**config.mk**
```make
export PLATFORM = sky130hd
export DESIGN_NAME = tl_l1_req_arbiter
export DESIGN_NICKNAME = d
export VERILOG_FILES = /design/src/rtl/tl_l1_req_arbiter.sv
export SDC_FILE = /design/constraint.sdc
export NUM_CORES = 1
export LEC_CHECK = 0
export BUFFER_PORTS_ARGS = -buffer_cell sky130_fd_sc_hd__buf_4
export CAP_MARGIN = 10
export CORE_AREA = 4 4 172 174
export DETAILED_ROUTE_END_ITERATION = 8
export DIE_AREA = 0 0 176 178
export GPL_TIMING_DRIVEN = 0
export MAX_ROUTING_LAYER = met4
export PLACE_DENSITY = 0.52
export SKIP_CTS_REPAIR_TIMING = 1
export SYNTH_ARGS = -nofsm -noshare
export SYNTH_HDL_FRONTEND = slang
export SYNTH_SLANG_ARGS = --single-unit
```
**constraint.sdc**
```tcl
create_clock -name clk -period 5.4 [get_ports clk]
set_input_delay 1.08 -clock clk [delete_from_list [all_inputs] [get_ports clk]]
set_output_delay 1.08 -clock clk [all_outputs]
set_load 0.02 [all_outputs]
```
**src/rtl/tl_l1_req_arbiter.sv**
```systemverilog
// Round-robin arbiter sharing one single-outstanding TileLink adapter port.
// Optional TL_ARB_PRIO0_EN: requester 0 gets strict priority over the rest.
`ifndef TL_ADDR_BITS
`define TL_ADDR_BITS 32
`endif
`ifndef TL_SIZE_BITS
`define TL_SIZE_BITS 3
`endif
`ifndef TL_DATA_BYTES
`define TL_DATA_BYTES 4
`endif
`ifndef TL_SOURCE_BITS
`define TL_SOURCE_BITS 2
`endif

module tl_l1_req_arbiter #(
  parameter int NUM_REQ = 4
) (
  input  logic clk,
  input  logic rst,
  input  logic [NUM_REQ-1:0] req_valid,
  output logic [NUM_REQ-1:0] req_ready,
  input  logic [2*NUM_REQ-1:0] req_type,
  input  logic [`TL_ADDR_BITS*NUM_REQ-1:0] req_address,
  input  logic [`TL_SIZE_BITS*NUM_REQ-1:0] req_size,
  input  logic [`TL_DATA_BYTES*8*NUM_REQ-1:0] req_wdata,
  input  logic [`TL_DATA_BYTES*NUM_REQ-1:0] req_wmask,
  output logic [NUM_REQ-1:0] resp_valid,
  output logic resp_err,
  output logic [`TL_DATA_BYTES*8-1:0] resp_data,
  output logic start_transaction,
  output logic [1:0] transaction_type,
  output logic [`TL_ADDR_BITS-1:0] address,
  output logic [`TL_SIZE_BITS-1:0] size,
  output logic [`TL_SOURCE_BITS-1:0] source,
  output logic [`TL_DATA_BYTES*8-1:0] write_data,
  output logic [`TL_DATA_BYTES-1:0] write_mask,
  input  logic transaction_done,
  input  logic [`TL_DATA_BYTES*8-1:0] read_data
);

  localparam int AW = `TL_ADDR_BITS;
  localparam int SW = `TL_SIZE_BITS;
  localparam int DW = `TL_DATA_BYTES*8;
  localparam int MW = `TL_DATA_BYTES;
  localparam int SRCW = `TL_SOURCE_BITS;
  localparam int IW = $clog2(NUM_REQ);

  if (NUM_REQ < 2 || NUM_REQ > (1 << SRCW)) begin : g_bad_cfg
    $error("NUM_REQ out of range for TL_SOURCE_BITS");
  end

  typedef enum logic [2:0] {
    IDLE, ISSUE, WAIT, RESP, REJECT
  } state_t;

  state_t state;
  logic [IW-1:0] rr_ptr;
  logic [IW-1:0] grant_q;
  logic [IW-1:0] gnt_idx;
  logic gnt_any;
  logic [NUM_REQ-1:0] gnt_oh;
  logic [NUM_REQ-1:0] q_oh;
  logic [1:0] sel_type;
  logic [AW-1:0] sel_addr;
  logic [SW-1:0] sel_size;
  logic [DW-1:0] sel_wdata;
  logic [MW-1:0] sel_wmask;

  // Search starts one past the last winner so it drops to lowest priority.
  always_comb begin
    int idx;
    idx = 0;
    gnt_any = 1'b0;
    gnt_idx = '0;
`ifdef TL_ARB_PRIO0_EN
    if (req_valid[0]) begin
      gnt_any = 1'b1;
    end else begin
      for (int k = 1; k < NUM_REQ; k++) begin
        idx = (int'(rr_ptr) - 1 + k) % (NUM_REQ - 1) + 1;
        if (!gnt_any && req_valid[IW'(idx)]) begin
          gnt_any = 1'b1;
          gnt_idx = IW'(idx);
        end
      end
    end
`else
    for (int k = 1; k <= NUM_REQ; k++) begin
      idx = (int'(rr_ptr) + k) % NUM_REQ;
      if (!gnt_any && req_valid[IW'(idx)]) begin
        gnt_any = 1'b1;
        gnt_idx = IW'(idx);
      end
    end
`endif
    if (state != IDLE || rst) gnt_any = 1'b0;
  end

  assign gnt_oh = {{(NUM_REQ-1){1'b0}}, 1'b1} << gnt_idx;
  assign q_oh = {{(NUM_REQ-1){1'b0}}, 1'b1} << grant_q;
  assign req_ready = gnt_any ? gnt_oh : '0;

  always_comb begin
    sel_type = '0;
    sel_addr = '0;
    sel_size = '0;
    sel_wdata = '0;
    sel_wmask = '0;
    for (int i = 0; i < NUM_REQ; i++) begin
      if (IW'(i) == gnt_idx) begin
        sel_type = req_type[2*i +: 2];
        sel_addr = req_address[AW*i +: AW];
        sel_size = req_size[SW*i +: SW];
        sel_wdata = req_wdata[DW*i +: DW];
        sel_wmask = req_wmask[MW*i +: MW];
      end
    end
  end

  always_ff @(posedge clk or posedge rst) begin
    if (rst) begin
      state <= IDLE;
      rr_ptr <= IW'(NUM_REQ - 1);
      grant_q <= '0;
      start_transaction <= 1'b0;
      transaction_type <= '0;
      address <= '0;
      size <= '0;
      source <= '0;
      write_data <= '0;
      write_mask <= '0;
      resp_valid <= '0;
      resp_err <= 1'b0;
      resp_data <= '0;
    end else begin
      start_transaction <= 1'b0;
      resp_valid <= '0;
      unique case (state)
        IDLE: begin
          if (gnt_any) begin
            grant_q <= gnt_idx;
            transaction_type <= sel_type;
            address <= sel_addr;
            size <= sel_size;
            source <= SRCW'(gnt_idx);
            write_data <= sel_wdata;
            write_mask <= sel_wmask;
`ifdef TL_ARB_PRIO0_EN
            if (gnt_idx != '0) rr_ptr <= gnt_idx;
`else
            rr_ptr <= gnt_idx;
`endif
            if (sel_type == 2'd3) begin
              state <= REJECT;
              resp_valid <= gnt_oh;
              resp_err <= 1'b1;
              resp_data <= '0;
            end else begin
              state <= ISSUE;
              start_transaction <= 1'b1;
            end
          end
        end
        ISSUE: state <= WAIT;
        WAIT: begin
          if (transaction_done) begin
            state <= RESP;
            resp_valid <= q_oh;
            resp_err <= 1'b0;
            resp_data <= read_data;
          end
        end
        RESP, REJECT: begin
          state <= IDLE;
          resp_err <= 1'b0;
        end
        default: state <= IDLE;
      endcase
    end
  end

endmodule

```
# Word-level counts from Yosys, hierarchy flattened
# Cells that the tools add are included.
dict set report word_totals {
  wordCells 111
  latch_bits 0
  mem_bits_ro 0
  inputBits 331
  n_memories 0
  register_bits 118
  ramBits 0
}
dict set report op_classes {
  shift 2
  eq_ne 11
  mul 0
  reduce_logical 17
  order_cmp 4
  bitwise 0
  n_mux 61
  n_div 0
  add_sub_neg 4
}
# op n
set op_table {}
lappend op_table {{32-bit 2-to-1 mux} 11}
lappend op_table {{32-bit one-hot mux with 2 select lines} 1}
lappend op_table {{4-bit 2-to-1 mux} 8}
lappend op_table {{3-bit 2-to-1 mux} 7}
lappend op_table {{1-bit 2-to-1 mux} 19}
lappend op_table {{2-bit by 4-bit less-than comparator with 1-bit output (second input constant)} 4}
lappend op_table {{2-bit 2-to-1 mux} 8}
lappend op_table {{3-bit one-hot mux with 3 select lines} 1}
lappend op_table {{1-bit binary-select mux with 2-bit select} 4}
lappend op_table {{4-bit one-hot mux with 2 select lines} 1}
lappend op_table {{4-bit AND reduction} 2}
lappend op_table {{1-bit by 2-bit << shifter with 4-bit output (first input constant)} 2}
lappend op_table {{3-bit by 2-bit equality test with 1-bit output (second input constant)} 2}
lappend op_table {{2-bit inequality test (second input constant)} 3}
lappend op_table {{3-bit nonzero test} 2}
lappend op_table {{2-bit by 1-bit adder with 2-bit output (second input constant)} 2}
lappend op_table {{2-bit adder (second input constant)} 2}
lappend op_table {{2-bit equality test (first input constant)} 2}
lappend op_table {{2-bit AND reduction} 2}
lappend op_table {{3-bit by 1-bit equality test with 1-bit output (second input constant)} 1}
lappend op_table {{3-bit equality test (second input constant)} 1}
lappend op_table {{1-bit logical AND} 3}
lappend op_table {{1-bit zero test} 3}
lappend op_table {{3-bit zero test} 1}
lappend op_table {{other kinds (7)} 7}

# Longest topological paths before layout
dict set report depth {
  depth_word 23
  ltp_mapped 8
  depth_no_buf 5
}

# Least setup slack after synthesis
# OpenSTA, ideal clock, no wires.
dict set report synth_path {
  path_type {input-to-output}
  from {input port req_valid[1]}
  to {output port req_ready[2]}
  setup_slack_ns 1.701
  path_buffers 3
  t_arrival_ns 2.619
  cell_stages 7
  required_time_ns 4.320
  cell_sequence {or2_1 -> a311oi_4 -> buf_6 -> buf_6 -> buf_6 -> nand2_2 -> nor2_1}
}
dict set report synth_via {
  elab_chain_len 15
}
# item line
set synth_lines {}
lappend synth_lines {{start: declaration} 21} ;# input logic [NUM_REQ-1:0] req_valid,
lappend synth_lines {{1-bit binary-select mux with 2-bit select} 91} ;# if (!gnt_any && req_valid[IW'(idx)]) begin
lappend synth_lines {{1-bit 2-to-1 mux (implied by the code) (2 in a row)} 91}
lappend synth_lines {{1-bit 2-to-1 mux} 91}
lappend synth_lines {{1-bit zero test} 91}
lappend synth_lines {{1-bit logical AND} 91}
lappend synth_lines {{1-bit 2-to-1 mux} 91}
lappend synth_lines {{1-bit zero test} 91}
lappend synth_lines {{1-bit logical AND} 91}
lappend synth_lines {{1-bit 2-to-1 mux} 91}
lappend synth_lines {{1-bit zero test} 91}
lappend synth_lines {{1-bit logical AND} 91}
lappend synth_lines {{2-bit 2-to-1 mux or 1-bit 2-to-1 mux (tied branches)} 91}
lappend synth_lines {{1-bit by 2-bit << shifter with 4-bit output or 1-bit 2-to-1 mux (tied branches)} {100, 97}}
lappend synth_lines {{4-bit 2-to-1 mux (*)} 102} ;# assign req_ready = gnt_any ? gnt_oh : '0;
lappend synth_lines {{end: declaration} 22} ;# output logic [NUM_REQ-1:0] req_ready,
# Every way passes the cells marked *; elsewhere a longest branch is shown, timed or not. The select of a mux whose other input is x is not followed.

# Worst setup path in the final report
dict set report layout_path {
  from {input port req_valid[3]}
  to {output port req_ready[3]}
}
# Same word-level chain as after synthesis.

==> results.md <==
- Status: finished, final reports clean
- Filler Cells Inserted: 2908
- Quantity of I/O buffers inserted on ports: 447
- Remaining max-slew budget at the tightest pin: 0.464
- Later-pin clock latency in the skew report: 0.42 ns
- Floorplan die area: 31300 µm²
- Area of combinational cells with multiple inputs: 3880 µm²
- HPWL Detailed: 29100 µm
- Largest net degree at the start of global routing: 80
- Cell Rows: 61
- Cell variety after synth: 39
- Via count of the first global-routing pass: 8513
- Crit Path Max Fanout: 10
- Number of H-tree levels: 4
- Core outline area: 27800 µm²
- Clock edge transition at the registers on the reported setup and hold paths: 0.06 ns
- Power share of the clock group: 0.173
- Min-Delay Path Depth: 2
- Worst endpoint data arrival time: 3.20 ns
- R2R Setup Slk: 2.63 ns
- Number of nets in the synthesized netlist: 1196
- Final setup fails: 0
- Setup repair after global routing missed its margin: false
- Transition time at the pin with the least slew margin: 0.802 ns
- Average detailed-routed wire length per instance: 21.4 µm
- Clock Sink Count: 118
- Switching pwr: 3060 µW
- Number of antenna violations at the first check in global routing: 0
- Number of buffers created by CTS: 17
- Global-route wire length before repair: 53200 µm
- Summed instance area of the synthesized netlist: 7430 µm²
- Most frequent cells in the layout: buf_4 (456), nor2b_1 (146), a211oi_1 (146), nand2_1 (146), dfrtp_1 (116)
- Final design instance area without fill: 11900 µm²
- Count of routing violations after the opening detailed-route iteration: 402
- Leading cell type in the layout, fill and taps excluded: buf_4
- Hold endpoint: write_data[29]$_DFFE_PP0P_
- Layout net count: 1663
- Via count of the routed design: 8291
- Routed Wire Length: 36800 µm
- Syn. warnings: 0
- Worst IR Drop VDD: 0.173 mV
- Period Utilization, post-route: 0.792
- Hold Violations, Final: 0
- Fraction of power consumed by combinational cells: 0.587
- Final-layout worst hold slack: 0.478 ns
- Worst Setup End Kind: output pin
- Int Power: 3370 µW
- Via count normalized by instance count: 4.81
- Type of the worst setup path: primary input to output pin
- Fraction of power spent switching nets: 0.476
- I/O pin count: 448
- Overall Global Routing Usage: 0.230
- Met3 routing resource usage after global routing: 0.0593
- Area after detailed placement: 11300 µm²
- Reg-to-Reg Start: rr_ptr[0]$_DFFE_PP1P_
- Leftover overflow at the end of global routing: 0
- Leakage power summed over all cells: 0.00542 µW
- Part of the power in registers: 0.240
- CTS tree: built
- Share of final-layout standard cells stronger than drive strength 1: 0.401
- Register area share after synthesis: 0.398
- Max-slew violation count: 0
- Clock Skews: 0.0119 ns
- M2 GR Usage: 0.402
- Critical Path Source Type: primary input
- Max Cap Violations: 0
- Starting utilization of the core area: 0.267
- P&R area growth vs syn: 59.5%
- Clock Path Buffers: 2
- Vertical extent of the die: 178 µm
- Master cell of the clock root buffer: clkbuf_16
- Number of synthesized register bits: 118
- Crit path time final: 4.28 ns
- Capturing point of the worst reg2reg path: address[28]$_DFFE_PP0P_
- Avg Cell Area, Syn: 8.59 µm²
- Path category of the worst min-delay check: flip-flop to flip-flop
- Reg2reg path depth: 7
- Worst hold path startpoint: write_data[29]$_DFFE_PP0P_
- Required time of the critical path: 4.32 ns
- Sequential Area: 2960 µm²
- Number of iterations in the first detailed-routing pass: 4
- Met1 Use GR: 0.271
- GPL Wtd Cong: 0.869
- Cell count after synthesis: 865
- Power density cells: 542 nW/µm²
- Number of remaining DRC errors: 0
- Gr busiest metal: met2
- Die boundary width: 176 µm
- Detail Route Antenna Nets: 0
- Timing-limited maximum frequency: 234 MHz
==> layer usage <==
layer  share of wire  vias up
li1                -     4014
met1            0.41     3964
met2            0.51      287
met3           0.067       26
met4           0.012        0
met5               0        -
==> cell families (layout without fill, tap and decap cells) <==
family          after synthesis  after routing  synth area share
mux                           6              6           0.00876
buf+inv                     115            595            0.0798
compound gates              303            303             0.293
other cells                   0              1                 0
simple gates                322            322             0.219
xor+xnor                      1              1           0.00118
flops                       118            118             0.398
==> area by class of cell <==
type / instances / share of cell area
clock buffer: 17 / 0.0359
clock inverter: 15 / 0.0113
timing repair buffer: 448 / 0.285
buffer: 81 / 0.0393
sequential: 118 / 0.249
inverter: 34 / 0.0112
multi-input combinational: 632 / 0.328
antenna: 1 / 0.000211
tap: 378 / 0.0399
==> synthesized netlist by cell type (all sizes together) <==
library cell / n / share of area
nor3: 3 / 0.0027
nand2: 147 / 0.075
o22ai: 4 / 0.0034
and2: 1 / 0.00084
a21oi: 4 / 0.0027
nor3b: 2 / 0.0027
a211oi: 146 / 0.15
o31a: 1 / 0.0012
buf: 37 / 0.040
nand3: 1 / 0.00067
nor2b: 146 / 0.12
clkbuf: 44 / 0.022
o32ai: 2 / 0.0024
o21ai: 67 / 0.045
or2: 1 / 0.00084
nor4b: 1 / 0.0012
a21boi: 1 / 0.0010
o31ai: 73 / 0.081
inv: 34 / 0.017
nor2: 12 / 0.0061
xnor2: 1 / 0.0012
nand2b: 7 / 0.0059
a221oi: 1 / 0.0020
or3: 1 / 0.00084
o221ai: 2 / 0.0024
a311oi: 1 / 0.0035
o211ai: 1 / 0.0010
mux2i: 2 / 0.0027
mux2: 4 / 0.0061
dfrtp: 116 / 0.39
dfstp: 2 / 0.0071
==> stage by stage <==
step,cells,power (µW),worst slack [ns],setup TNS [ns],util
after CTS,1723,6500,1.00,0,0.427
final,1724,6430,1.12,0,0.427
after global placement,1690,5340,-0.880,-101.22,0.405
after global routing,1723,6880,0.909,0,0.427
after floorplan,865,3750,1.19,0,-
after detailed placement,1691,5370,1.01,0,0.406
==> flip-flops by register name (all words and copies together), names as in the netlist <==
name               flops
grant_q                2
resp_data             32
state                  3
transaction_type       2
rr_ptr                 2
resp_err               1
size                   3
start_transaction      1
resp_valid             4
address               32
write_mask             4
write_data            32
==> worst max-delay path: stages <==
cell and delay [ns]:
buf_4 0.12, nand2b_1 0.13, a21boi_1 0.14, nor3_2 0.53, buf_2 0.37, clkbuf_1 0.52, nor2_1 0.12, buf_4 0.19
==> power by group through the flow <==
stage	Sequential, µW	Clock, µW	Combinational, µW
floorplan	2000	0	1760
global placement	1550	0	3800
detailed placement	1560	0	3820
CTS	1550	1130	3820
global route	1600	1170	4100
finish	1540	1110	3770
==> how the worst max path moves through the flow <==
stage / startpoint / end / cells after the start
2_1_floorplan: rst / address[0]$_DFFE_PP0P_ / 1
3_5_place_dp: req_valid[3] / req_ready[3] / 8
6_report: req_valid[3] / req_ready[3] / 8
5_1_grt: req_valid[3] / req_ready[1] / 8
3_3_place_gp: rst / write_data[27]$_DFFE_PP0P_ / 2
4_1_cts: req_valid[3] / req_ready[3] / 8
No activity file was read; power rests on OpenSTA's default activity.
